### src/rtl/evict_write_buffer_if.sv
// Bus bundle for evict_write_buffer: push port from the cache, RAM write
// port, read-miss lookup probe, flush request and occupancy status.
// The master side is the environment (cache + RAM); the slave side is the buffer.
interface evict_write_buffer_if #(
    parameter int DATA_WIDTH = 32,
    parameter int ADDR_WIDTH = 32,
    parameter int DEPTH      = 4
);
    logic                    push_valid;
    logic [ADDR_WIDTH-1:0]   push_addr;
    logic [DATA_WIDTH-1:0]   push_data;
    logic                    push_ready;
    logic                    ram_busy;
    logic                    ram_we;
    logic [ADDR_WIDTH-1:0]   ram_waddr;
    logic [DATA_WIDTH-1:0]   ram_wd;
    logic [ADDR_WIDTH-1:0]   lk_addr;
    logic                    lk_hit;
    logic [DATA_WIDTH-1:0]   lk_data;
    logic                    flush;
    logic                    empty;
    logic [$clog2(DEPTH):0]  count;

    modport master (
        output push_valid, push_addr, push_data, ram_busy, lk_addr, flush,
        input  push_ready, ram_we, ram_waddr, ram_wd, lk_hit, lk_data, empty, count
    );

    modport slave (
        input  push_valid, push_addr, push_data, ram_busy, lk_addr, flush,
        output push_ready, ram_we, ram_waddr, ram_wd, lk_hit, lk_data, empty, count
    );
endinterface

### src/rtl/evict_write_buffer.sv
// Evict/write-through buffer: a circular FIFO of (address, data) words that
// drains into a RAM write port whenever the RAM is not busy, with a
// word-granular lookup so read misses can forward pending data.
// Optional feature macro: WB_COALESCE_EN -- a push whose word address matches
// a pending entry (other than the head being popped) overwrites that entry.
module evict_write_buffer #(
    parameter int DATA_WIDTH = 32,
    parameter int ADDR_WIDTH = 32,
    parameter int DEPTH      = 4
) (
    input  logic                    clk,
    input  logic                    rst,
    evict_write_buffer_if.slave     bus
);
    localparam int PW = $clog2(DEPTH);
    localparam int CW = PW + 1;

    typedef enum logic [1:0] {
        S_IDLE,
        S_DRAIN,
        S_FLUSH
    } state_t;

    logic [ADDR_WIDTH-1:0] r_addr [DEPTH];
    logic [DATA_WIDTH-1:0] r_data [DEPTH];
    logic [PW-1:0]         r_head;
    logic [PW-1:0]         r_tail;
    logic [CW-1:0]         r_count;
    state_t                r_state;
    state_t                w_state_next;

    logic                  w_full;
    logic                  w_pop;
    logic                  w_push;
    logic                  w_alloc;
    logic [CW-1:0]         w_count_next;
    logic                  w_lk_hit;
    logic [DATA_WIDTH-1:0] w_lk_data;
    logic [PW-1:0]         w_idx;
`ifdef WB_COALESCE_EN
    logic                  w_coal_match;
    logic [PW-1:0]         w_coal_idx;
`endif

    assign w_full = (r_count == CW'(DEPTH));
    assign w_pop  = (r_count != '0) && !bus.ram_busy;

    // Scan pending entries oldest to newest so the newest match wins.
    always_comb begin
        // NOTE: every always_comb output gets a default first; without it a
        // path that skips an assignment infers a latch.
        w_lk_hit  = 1'b0;
        w_lk_data = '0;
        w_idx     = '0;
`ifdef WB_COALESCE_EN
        w_coal_match = 1'b0;
        w_coal_idx   = '0;
`endif
        for (int k = 0; k < DEPTH; k++) begin
            w_idx = r_head + PW'(k);
            if (CW'(k) < r_count) begin
                if (r_addr[w_idx][ADDR_WIDTH-1:2] == bus.lk_addr[ADDR_WIDTH-1:2]) begin
                    w_lk_hit  = 1'b1;
                    w_lk_data = r_data[w_idx];
                end
`ifdef WB_COALESCE_EN
                // The head leaving this cycle cannot absorb a merge.
                if ((r_addr[w_idx][ADDR_WIDTH-1:2] == bus.push_addr[ADDR_WIDTH-1:2]) &&
                    !((k == 0) && w_pop)) begin
                    w_coal_match = 1'b1;
                    w_coal_idx   = w_idx;
                end
`endif
            end
        end
    end

`ifdef WB_COALESCE_EN
    assign bus.push_ready = !bus.flush && (!w_full || w_coal_match);
    assign w_push         = bus.push_valid && bus.push_ready;
    assign w_alloc        = w_push && !w_coal_match;
`else
    assign bus.push_ready = !bus.flush && !w_full;
    assign w_push         = bus.push_valid && bus.push_ready;
    assign w_alloc        = w_push;
`endif

    assign w_count_next  = r_count + CW'(w_alloc) - CW'(w_pop);

    assign bus.ram_we    = w_pop;
    assign bus.ram_waddr = w_pop ? r_addr[r_head] : '0;
    assign bus.ram_wd    = w_pop ? r_data[r_head] : '0;
    assign bus.lk_hit    = w_lk_hit;
    assign bus.lk_data   = w_lk_data;
    assign bus.empty     = (r_count == '0);
    assign bus.count     = r_count;

    // Pointer and occupancy update; reset discards every pending entry.
    always_ff @(posedge clk or posedge rst) begin
        if (rst) begin
            r_head  <= '0;
            r_tail  <= '0;
            r_count <= '0;
        end else begin
            // NOTE: state registers use non-blocking assignment so every
            // flop samples pre-edge values regardless of statement order.
            if (w_alloc) r_tail <= r_tail + PW'(1);
            if (w_pop)   r_head <= r_head + PW'(1);
            r_count <= w_count_next;
        end
    end

    // Entry storage write: allocate at tail, or merge into a matching entry.
    // NOTE: the storage array is deliberately not reset; validity comes from
    // head/count, so clearing it would only cost reset fan-out.
    always_ff @(posedge clk) begin
        if (w_alloc) begin
            r_addr[r_tail] <= bus.push_addr;
            r_data[r_tail] <= bus.push_data;
        end
`ifdef WB_COALESCE_EN
        else if (w_push) begin
            r_data[w_coal_idx] <= bus.push_data;
        end
`endif
    end

    // Drain FSM state register.
    always_ff @(posedge clk or posedge rst) begin
        if (rst) r_state <= S_IDLE;
        else     r_state <= w_state_next;
    end

    // Drain FSM next-state: flush dominates, otherwise track occupancy.
    always_comb begin
        w_state_next = r_state;
        case (r_state)
            S_IDLE: begin
                if (bus.flush)   w_state_next = S_FLUSH;
                else if (w_alloc) w_state_next = S_DRAIN;
            end
            S_DRAIN: begin
                if (bus.flush)                w_state_next = S_FLUSH;
                else if (w_count_next == '0)  w_state_next = S_IDLE;
            end
            S_FLUSH: begin
                if (!bus.flush)
                    w_state_next = (w_count_next == '0) ? S_IDLE : S_DRAIN;
            end
            default: w_state_next = S_IDLE;
        endcase
    end
endmodule

### src/flat_wrapper.sv
// flat-port wrapper written by rule: the top's interface ports become plain ports
module evict_write_buffer_flat 
#(
    parameter int DATA_WIDTH = 32,
    parameter int ADDR_WIDTH = 32,
    parameter int DEPTH      = 4
)
  (clk, rst, bus_push_valid, bus_push_addr, bus_push_data, bus_ram_busy, bus_lk_addr, bus_flush, bus_push_ready, bus_ram_we, bus_ram_waddr, bus_ram_wd, bus_lk_hit, bus_lk_data, bus_empty, bus_count);
  evict_write_buffer_if #(.DATA_WIDTH(DATA_WIDTH), .ADDR_WIDTH(ADDR_WIDTH), .DEPTH(DEPTH)) bus_i ();
  input  logic clk;
  input  logic rst;
  input wire logic [$bits(bus_i.push_valid)-1:0] bus_push_valid;
  input wire logic [$bits(bus_i.push_addr)-1:0] bus_push_addr;
  input wire logic [$bits(bus_i.push_data)-1:0] bus_push_data;
  input wire logic [$bits(bus_i.ram_busy)-1:0] bus_ram_busy;
  input wire logic [$bits(bus_i.lk_addr)-1:0] bus_lk_addr;
  input wire logic [$bits(bus_i.flush)-1:0] bus_flush;
  output wire logic [$bits(bus_i.push_ready)-1:0] bus_push_ready;
  output wire logic [$bits(bus_i.ram_we)-1:0] bus_ram_we;
  output wire logic [$bits(bus_i.ram_waddr)-1:0] bus_ram_waddr;
  output wire logic [$bits(bus_i.ram_wd)-1:0] bus_ram_wd;
  output wire logic [$bits(bus_i.lk_hit)-1:0] bus_lk_hit;
  output wire logic [$bits(bus_i.lk_data)-1:0] bus_lk_data;
  output wire logic [$bits(bus_i.empty)-1:0] bus_empty;
  output wire logic [$bits(bus_i.count)-1:0] bus_count;
  assign bus_i.push_valid = bus_push_valid;
  assign bus_i.push_addr = bus_push_addr;
  assign bus_i.push_data = bus_push_data;
  assign bus_i.ram_busy = bus_ram_busy;
  assign bus_i.lk_addr = bus_lk_addr;
  assign bus_i.flush = bus_flush;
  assign bus_push_ready = bus_i.push_ready;
  assign bus_ram_we = bus_i.ram_we;
  assign bus_ram_waddr = bus_i.ram_waddr;
  assign bus_ram_wd = bus_i.ram_wd;
  assign bus_lk_hit = bus_i.lk_hit;
  assign bus_lk_data = bus_i.lk_data;
  assign bus_empty = bus_i.empty;
  assign bus_count = bus_i.count;
  evict_write_buffer #(.DATA_WIDTH(DATA_WIDTH), .ADDR_WIDTH(ADDR_WIDTH), .DEPTH(DEPTH)) u_core (.clk(clk), .rst(rst), .bus(bus_i));
endmodule
### config.mk
export PLATFORM = sky130hd
export DESIGN_NAME = evict_write_buffer_flat
export DESIGN_NICKNAME = d
export VERILOG_FILES = /design/src/rtl/evict_write_buffer_if.sv /design/src/rtl/evict_write_buffer.sv /design/src/flat_wrapper.sv
export SDC_FILE = /design/constraint.sdc
export NUM_CORES = 1
export LEC_CHECK = 0
export BUFFER_PORTS_ARGS = -buffer_cell sky130_fd_sc_hd__buf_2
export CAP_MARGIN = 20
export CORE_AREA = 3 3 202 223
export CTS_CLUSTER_SIZE = 30
export DETAILED_ROUTE_END_ITERATION = 12
export DIE_AREA = 0 0 205 226
export PLACE_DENSITY_LB_ADDON = 0.25
export SYNTH_ARGS = -nofsm -noshare
export SYNTH_HDL_FRONTEND = slang
export SYNTH_SLANG_ARGS = --single-unit
### constraint.sdc
create_clock -name clk -period 7.3 [get_ports clk]
set_input_delay 1.46 -clock clk [delete_from_list [all_inputs] [get_ports clk]]
set_output_delay 1.46 -clock clk [all_outputs]
set_load 0.005 [all_outputs]
**Word level (Yosys, flattened, before mapping)**

Memory sizes are Yosys's and may differ from the RTL's.
Cells that the tools add are included.

- Output and inout bits: 103
- Bits in registers: 7
- Memory bits (writable): 256
- Memories kept: 2
- Bits in latches: 0
- ROM bits: 0

Memories:

| name | depth | width | rd ports | clocked after memory_dff | write ports | line | RTL |
|---|---|---|---|---|---|---|---|
| u_core.r_addr | 4 | 32 | 4 | 0 | 1 | evict_write_buffer.sv:24 | `logic [ADDR_WIDTH-1:0] r_addr [DEPTH];` |
| u_core.r_data | 4 | 32 | 4 | 0 | 1 | evict_write_buffer.sv:25 | `logic [DATA_WIDTH-1:0] r_data [DEPTH];` |

- $add $sub $neg: 6
- Divide/modulo/power cells: 0
- Multiply operators: 0
- Reductions and logical operators: 8
- Bitwise gates (word level): 0
- Shift-type cells: 0
- Muxes and demuxes: 20
- Magnitude comparators: 4
- Eq/ne operators: 5

Operators with widths:

| operator | count |
|---|---|
| two-way mux 32 bit | 10 |
| == test 30 bit | 4 |
| two-way mux 1 bit | 10 |
| less-than comparator 1 x 3 -> 1 bit, first input constant | 2 |
| less-than comparator 2 x 3 -> 1 bit, first input constant | 2 |
| adder 2 x 1 -> 2 bit, second input constant | 2 |
| adder 2 bit, second input constant | 2 |
| adder 3 x 1 -> 3 bit | 1 |
| == test 3 bit, second input constant | 1 |
| logical AND 1 bit | 3 |
| zero test 1 bit | 3 |
| zero test 3 bit | 1 |
| nonzero test 3 bit | 1 |
| subtractor 3 x 1 -> 3 bit | 1 |

**Depth between registers and ports, before layout**

Gate-level depths: netlist (run 1).
An unclocked memory read counts as a cell.

- Depth after elaboration: 10
- Depth in mapped cells: 17
- Depth with buffers taken out: 10

**Worst setup path before layout (run 1)**

Ideal clock, no wire load.

- Path kind: input to output
- Start: input port bus_lk_addr[16]
- End: output port bus_lk_data[10]
- Slack: 2.018 ns
- Data required time: 5.840 ns
- Data arrival time: 3.822 ns
- Stages: 10
- Path buffers: 2
- Cells stage by stage: buf_1 > xor2_1 > nor4b_1 > a22oi_1 > or4_1 > nor4_4 > nor3_1 > clkbuf_1 > a22o_1 > a21oi_1

- Word-level cells in the longest chain between the ends: 9

RTL lines:

| what | line | RTL |
|---|---|---|
| start, declared | flat_wrapper.sv:16 | `input wire logic [$bits(bus_i.lk_addr)-1:0] bus_lk_addr;` |
| == test 30 bit | evict_write_buffer.sv:62 | `if (r_addr[w_idx][ADDR_WIDTH-1:2] == bus.lk_addr[ADDR_WIDTH-1:2]) begin` |
| two-way mux 32 bit | evict_write_buffer.sv:62 |  |
| two-way mux 32 bit | evict_write_buffer.sv:61 | `if (CW'(k) < r_count) begin` |
| two-way mux 32 bit | evict_write_buffer.sv:62 |  |
| two-way mux 32 bit | evict_write_buffer.sv:61 |  |
| two-way mux 32 bit | evict_write_buffer.sv:62 |  |
| two-way mux 32 bit | evict_write_buffer.sv:61 |  |
| two-way mux 32 bit | evict_write_buffer.sv:62 |  |
| two-way mux 32 bit (*) | evict_write_buffer.sv:61 |  |
| end, declared | flat_wrapper.sv:23 | `output wire logic [$bits(bus_i.lk_data)-1:0] bus_lk_data;` |

Every way passes the cells marked *; elsewhere a longest branch is shown, timed or not.

**Worst setup path in the final report (run 1)**

- Start: register u_core.r_head[1]
- End: output port bus_lk_data[22]

- Word-level cells in the longest chain between the ends: 10

RTL lines:

| what | line | RTL |
|---|---|---|
| start, declared | evict_write_buffer.sv:26 | `logic [PW-1:0] r_head;` |
| start signal, assigned | evict_write_buffer.sv:108 | `if (w_pop) r_head <= r_head + PW'(1);` |
| parallel branches: the longest is 9 deep, another holds memory (4 x 32 bit) | n/a |  |
| two-way mux 32 bit (*) | evict_write_buffer.sv:61 |  |

Mark *: on every way between the ends.

==> results of run 1 <==
[logic make-up (layout without fill, tap and decap cells)]
logic type / Yosys count / after routing / synth area share (%)
flops: 263 / 263 / 46.0
compound gates: 332 / 332 / 14.0
fa+ha+maj: 9 / 9 / 0.703
other cells: 0 / 3 / 0
simple gates: 308 / 308 / 8.93
xor+xnor: 89 / 89 / 4.56
buf+inv: 187 / 335 / 5.04
mux: 305 / 305 / 20.8
[how the worst max path moves through the flow]
| stage | end | depth (start not counted) | slack [ps] | startpoint |
|---|---|---|---|---|
| finish | bus_lk_data[22] | 12 | 720 | u_core.r_head[1] |
| global route | bus_lk_data[8] | 12 | 430 | u_core.r_head[1] |
| CTS | bus_lk_data[22] | 12 | 750 | u_core.r_head[1] |
| detailed placement | bus_lk_data[22] | 11 | 1130 | bus_lk_addr[20] |
| global placement | bus_lk_data[22] | 11 | 1210 | bus_lk_addr[20] |
| floorplan | bus_lk_data[10] | 10 | 2020 | bus_lk_addr[16] |
[layer usage]
layer	track usage [%]	part of all wire (%)
met1	29.0	40
met5	0	0.050
met3	4.02	7.0
met4	7.72	3.4
met2	38.5	49
[where the power goes]
part           total [W]  switching (W)  internal, W  leakage [nW]
clock network    0.00152       0.000610     0.000914         0.486
registers        0.00195       0.000106      0.00185          2.40
logic            0.00373        0.00217      0.00155          4.38
[worst max-delay path, delay by kind of cell (launching register included)]
family / cells / cell delay [ps]
AO/OA/AOI/OAI: 4 / 1290
buffers and inverters: 4 / 1170
flip-flops: 1 / 610
multiplexers: 1 / 400
AND/OR/NAND/NOR: 3 / 1030
[stage by stage]
| stage | hold WS [ps] | cell area, um^2 | setup slack [ps] |
|---|---|---|---|
| 6_report | 647 | 19400 | 718 |
| 5_1_grt | 690 | 19400 | 430 |
| 4_1_cts | 650 | 19400 | 746 |
| 3_5_place_dp | 638 | 18400 | 1130 |
| 3_3_place_gp | 610 | 18400 | 1210 |
| 2_1_floorplan | 580 | 17100 | 2020 |
[cell type report]
cell class / count / area (um^2) / area share (%)
Antenna cell: 3 / 7.51 / 0.0386
Sequential cell: 263 / 7870 / 40.5
Timing Repair Buffer: 228 / 1270 / 6.54
Inverter: 50 / 190 / 0.978
Clock buffer: 38 / 802 / 4.13
Tap cell: 567 / 709 / 3.65
Multi-Input combinational cell: 1043 / 8400 / 43.2
Clock inverter: 19 / 193 / 0.991
[state kept, by name, summed over array words and instances (netlist names)]
signal,flops
u_core.r_addr,128
u_core.r_tail,2
u_core.r_data,128
u_core.bus.count,3
u_core.r_head,2
[cells in the final DEF, fill, tap and decap left out, types with 44 or more instances in the layout]
cell | netlist | routed
a21oi_1 | 44 | 44
a31oi_1 | 66 | 66
buf_2 | 33 | 201
edfxtp_1 | 256 | 256
inv_1 | 48 | 48
mux2_2 | 88 | 88
mux2i_1 | 184 | 184
nand2_1 | 64 | 64
nor2_1 | 119 | 119
xnor2_1 | 67 | 67
==> metrics.csv, run 1 <==
metric,value,unit
first-pass GRT wire length,80.1,mm
R2R cell count,11,
die width,205,um
fraction of registers with async set/reset,2.66,%
Starting Density,40.0,%
largest net degree at the start of global routing,129,
Die Area,46300,um^2
# IOs,204,
Post-synth EDFFs,256,
"Seq/Total Area, Yosys",46.0,%
share of the synthesized area in the top cell type,45.0,%
r2r setup slk,4210,ps
WHS Endpoint,u_core.r_tail[1],
reg2reg start,u_core.bus.count[1],
clock latency on the worst-skew pair,570,ps
Seq cells post-synth,263,
"Core Util, Final",45.5,%
Syn Area/Cell,11.4,um^2
CP max-delay cell,nor4_2,
crit-path max FO,40,
power per cell area,370,nW/um^2
Syn Nets,1603,
routed vias,13200,
setup bufs post-CTS,0,
Synth Flop Type,edfxtp_1,
slew margin rel.,32.6,%
Post-CTS Hold Fix Bufs,0,
crit-path cells,buf_12 -> buf_4 -> mux2i_1 -> nor2_1 -> a2111oi_0 -> o21ai_0 -> nor4_2 -> nand2b_1 -> buf_4 -> o221ai_1 -> a21oi_1 -> buf_2,
hold path cells,2,
"area leader, netlist",edfxtp_1,
Final Slew Violations,0,
post-synthesis instance area,17100,um^2
Worst Setup Start Kind,flop,
Overall Global Routing Usage,22.6,%
Die Height,226,um
DRT iter0 DRCs,1130,
vias per inst,5.99,
Crit path required time,5840,ps
drt pass-1 iters,6,
nets,1727,
Final Skew,16.1,ps
final cell count without fillers,2211,
initial antenna violation count,6,
Worst-Margin Slew,1010,ps
Routed WL,54.1,mm
post-cts gate resize count,0,
hold_sp,u_core.r_tail[1],
Crit. End Element,output pin,
Area growth syn-to-layout,13.8,%
Fillers,4019,
setup TNS,0,ps
crit path time final,6580,ps
Leak,7.27,nW
"antenna viol nets, final",0,
clk sinks,263,
"Clk pin slew, worst setup/hold paths",60,ps
"IR drop worst, VDD",0.000310,V
grt total ovfl,0,
Final HPWL DP,36.4,mm
number of global-route vias before repair,13000,
largest cells by area after synthesis,"edfxtp_1 (45%), mux2i_1 (11%), mux2_2 (5.8%), mux4_2 (4.1%), xnor2_1 (3.4%)",
# Max-Cap Violations,0,
arrival time worst endpoint,5120,ps
Post-Place Cells,2151,
Core ar.,42700,um^2
Final setup viols,0,
RSZ-0062 raised after global routing,no,
Peak Freq,152,MHz
IO Port Bufs,201,
H-tree lvl count,1,
Synthesis Warnings,0,
most frequent cells after synthesis,"edfxtp_1 (256), mux2i_1 (184), nor2_1 (119)",
run status,finished clean,
Post-Synthesis Cells,1493,
Setup CP Type,reg2out,
wire per inst,24.4,um
routability cong.,0.964,
CTS tree,yes,
fin crit share,90.2,%
# DRC,0,
"Top cell by count, worst path",buf_4,
Critical R2R Capture,u_core.bus.count[2],
Rows,79,
CTS Buffer Depth,3,
Root Buffer,clkbuf_16,
final hold violation count,0,
Yosys cell types,65,
layout cells sized above 1,25.0,%
total CTS buffers,31,
top-count cell post-synth,edfxtp_1,
Crit path largest cell delay,760,ps
HP Class,reg2reg,
Pwr Total,0.00720,W
Power figures use the tool's default switching activity.
==> run 2, diff against run 1 <==
--- a/config.mk
+++ b/config.mk
@@ -7,10 +7,10 @@
 export LEC_CHECK = 0
 export BUFFER_PORTS_ARGS = -buffer_cell sky130_fd_sc_hd__buf_2
 export CAP_MARGIN = 20
-export CORE_AREA = 3 3 202 223
+export CORE_AREA = 4 4 203 224
 export CTS_CLUSTER_SIZE = 30
 export DETAILED_ROUTE_END_ITERATION = 12
-export DIE_AREA = 0 0 205 226
+export DIE_AREA = 0 0 207 228
 export PLACE_DENSITY_LB_ADDON = 0.25
 export SYNTH_ARGS = -nofsm -noshare
 export SYNTH_HDL_FRONTEND = slang
==> constraint.sdc (replaced) <==
create_clock -name clk -period 7.5 [get_ports clk]
set_input_delay 1.5 -clock clk [delete_from_list [all_inputs] [get_ports clk]]
set_output_delay 1.5 -clock clk [all_outputs]
set_load 0.05 [all_outputs]
==> run 2 against run 1 <==
  * Global-route usage decreased by 0.33 points
  * First-iteration DRC count decreased by 3.7%
  * Register-to-register slack improved by 280 ps
  * Die area increased by 1.9%
  * Via count increased by 0.53%
  * Non-clock buffer count increased by 3
  * Sequential cell count unchanged
  * Cell area about the same
  * Combinational power increased by 19%
  * Power increased by 8.6%
  * Sequential share of layout area about the same
  * Critical endpoint is now bus_lk_data[10]
  * Largest cell class unchanged
==> metrics.csv, run 2 (same netlist as run 1, synthesis figures left out) <==
metric,value,unit,change
most frequent cells in the layout,"edfxtp_1 (256), buf_2 (201), mux2i_1 (184)",,
hold path cells,2,,unchanged
Core ar.,43200,um^2,+1.3%
Setup CP Type,reg2out,,
crit-path max FO,40,,unchanged
Starting Density,39.5,%,-0.50 points
grt total ovfl,0,,unchanged
fin crit share,91.5,%,
# DRC,0,,unchanged
die width,207,um,+0.98%
setup bufs post-CTS,0,,unchanged
Die Area,47200,um^2,+1.9%
Crit. End Element,output pin,,
r2r setup slk,4490,ps,+280 ps
Final WS setup,638,ps,-80.1 ps
"IR drop worst, VDD",0.000310,V,about the same
RSZ-0062 raised after global routing,no,,
WHS Endpoint,u_core.r_tail[1],,
Overall Global Routing Usage,22.2,%,-0.33 points
run status,finished clean,,
vias per inst,6.01,,+0.35%
Root Buffer,clkbuf_16,,
HP Class,reg2reg,,
IO Port Bufs,201,,unchanged
Final setup viols,0,,unchanged
reg2reg start,u_core.bus.count[1],,
Peak Freq,146,MHz,
nets,1730,,+0.17%
Post-CTS Hold Fix Bufs,0,,unchanged
DRT iter0 DRCs,1088,,-3.7%
pre-CTS worst setup slack,1090,ps,-46.4 ps
clk sinks,263,,unchanged
Crit path required time,6000,ps,+160 ps
routability cong.,0.972,,+0.76%
# IOs,204,,unchanged
Area growth syn-to-layout,13.8,%,about the same
setup TNS,0,ps,unchanged
Routed WL,55.3,mm,+2.3%
largest net degree at the start of global routing,129,,unchanged
R2R cell count,10,,-1
crit path time final,6860,ps,
slew margin rel.,33.2,%,+0.65 points
Final HPWL DP,36.9,mm,+1.3%
Final Skew,16.9,ps,+0.883 ps
Worst Setup Start Kind,flop,,
wire per inst,25.0,um,+2.1%
CTS tree,yes,,
CTS Buffer Depth,3,,unchanged
clock latency on the worst-skew pair,570,ps,about the same
Final Slew Violations,0,,unchanged
hold_sp,u_core.r_tail[1],,
"commonest non-fill, non-tap cell in the layout",edfxtp_1,,
first-pass GRT wire length,82.5,mm,+3.0%
final hold violation count,0,,unchanged
total CTS buffers,31,,unchanged
Rows,80,,+1.3%
Critical R2R Capture,u_core.bus.count[2],,
Die Height,228,um,+0.88%
post-cts gate resize count,0,,unchanged
layout cells sized above 1,25.1,%,+0.077 points
# Max-Cap Violations,0,,unchanged
number of global-route vias before repair,13200,,+1.4%
initial antenna violation count,8,,+2
arrival time worst endpoint,5360,ps,+240 ps
drt pass-1 iters,6,,unchanged
Fin Hold WS,641,ps,-5.50 ps
"antenna viol nets, final",0,,unchanged
power per cell area,402,nW/um^2,+8.5%
routed vias,13300,,+0.53%
Leak,7.27,nW,about the same
Worst-Margin Slew,1000,ps,-9.79 ps
H-tree lvl count,1,,unchanged
"Clk pin slew, worst setup/hold paths",60,ps,about the same
## run 2: cell count changes in the layout (fill, tap and decap cells not counted)
cell	before	now
buf_12	5	7
buf_4	22	23
clkinv_4	0	1
clkinvlp_4	1	0
clkinv_1	7	4
clkbuf_1	7	5
bufinv_16	4	3
clkinv_2	6	4
diode_2	3	5
## run 2: how the worst max path moves through the flow
stage	start	to	slack (ps)	cells after the start
after floorplan	bus_lk_addr[16]	bus_lk_data[10]	1500	10
after CTS	u_core.r_head[1]	bus_lk_data[10]	670	13
after global placement	bus_lk_addr[18]	bus_lk_data[10]	1080	11
after global routing	u_core.r_head[0]	bus_lk_data[14]	390	13
final	u_core.r_head[1]	bus_lk_data[10]	640	13
after detailed placement	bus_lk_addr[18]	bus_lk_data[10]	1090	11
## run 2: power by group
group | internal (W) | total [W] | leakage [nW] | switching [W]
logic | 0.00152 | 0.00445 | 4.41 | 0.00293
clock network | 0.000846 | 0.00143 | 0.461 | 0.000581
registers | 0.00180 | 0.00194 | 2.40 | 0.000146
total | 0.00416 | 0.00782 | 7.27 | 0.00366
## run 2: stage by stage
step	std cells	total power [W]	instance area [um^2]	utilization, %
6_report	2215	0.00782	19400	45.0
4_1_cts	2210	0.00787	19400	44.9
5_1_grt	2212	0.00821	19400	45.0
3_5_place_dp	2161	0.00641	18500	42.8
3_3_place_gp	2161	0.00637	18500	42.8
2_1_floorplan	1493	0.00534	17100	-
## run 2: final cells by class
class | count | area (um^2)
tap | 574 | 718
sequential | 263 | 7870
clock buffer | 36 | 795
fill | 4086 | 23800
clock inverter | 13 | 143
multi-input combinational | 1043 | 8400
inverter | 50 | 190
antenna | 5 | 12.5
timing repair buffer | 231 | 1320
## run 2: critical path, stage by stage, from the launching register on
cell and delay [ps]:
dfrtp_4 750, buf_12 300, mux2i_1 530, mux2i_1 190, xor2_1 180, nor4_1 580, nand4_1 180, nor4_2 320
buf_4 410, nand2b_1 210, buf_12 250, o221ai_1 170, a21oi_1 300, buf_2 330
## run 2: per-layer routing
metal  vias to the layer above  share of wire [%]  track usage, %
li1                       6041                  -               -
met1                      6579                 40            27.9
met2                       585                 50            38.9
met3                       104                7.1            4.14
met4                         8                3.3            7.09
met5                         -              0.063               0
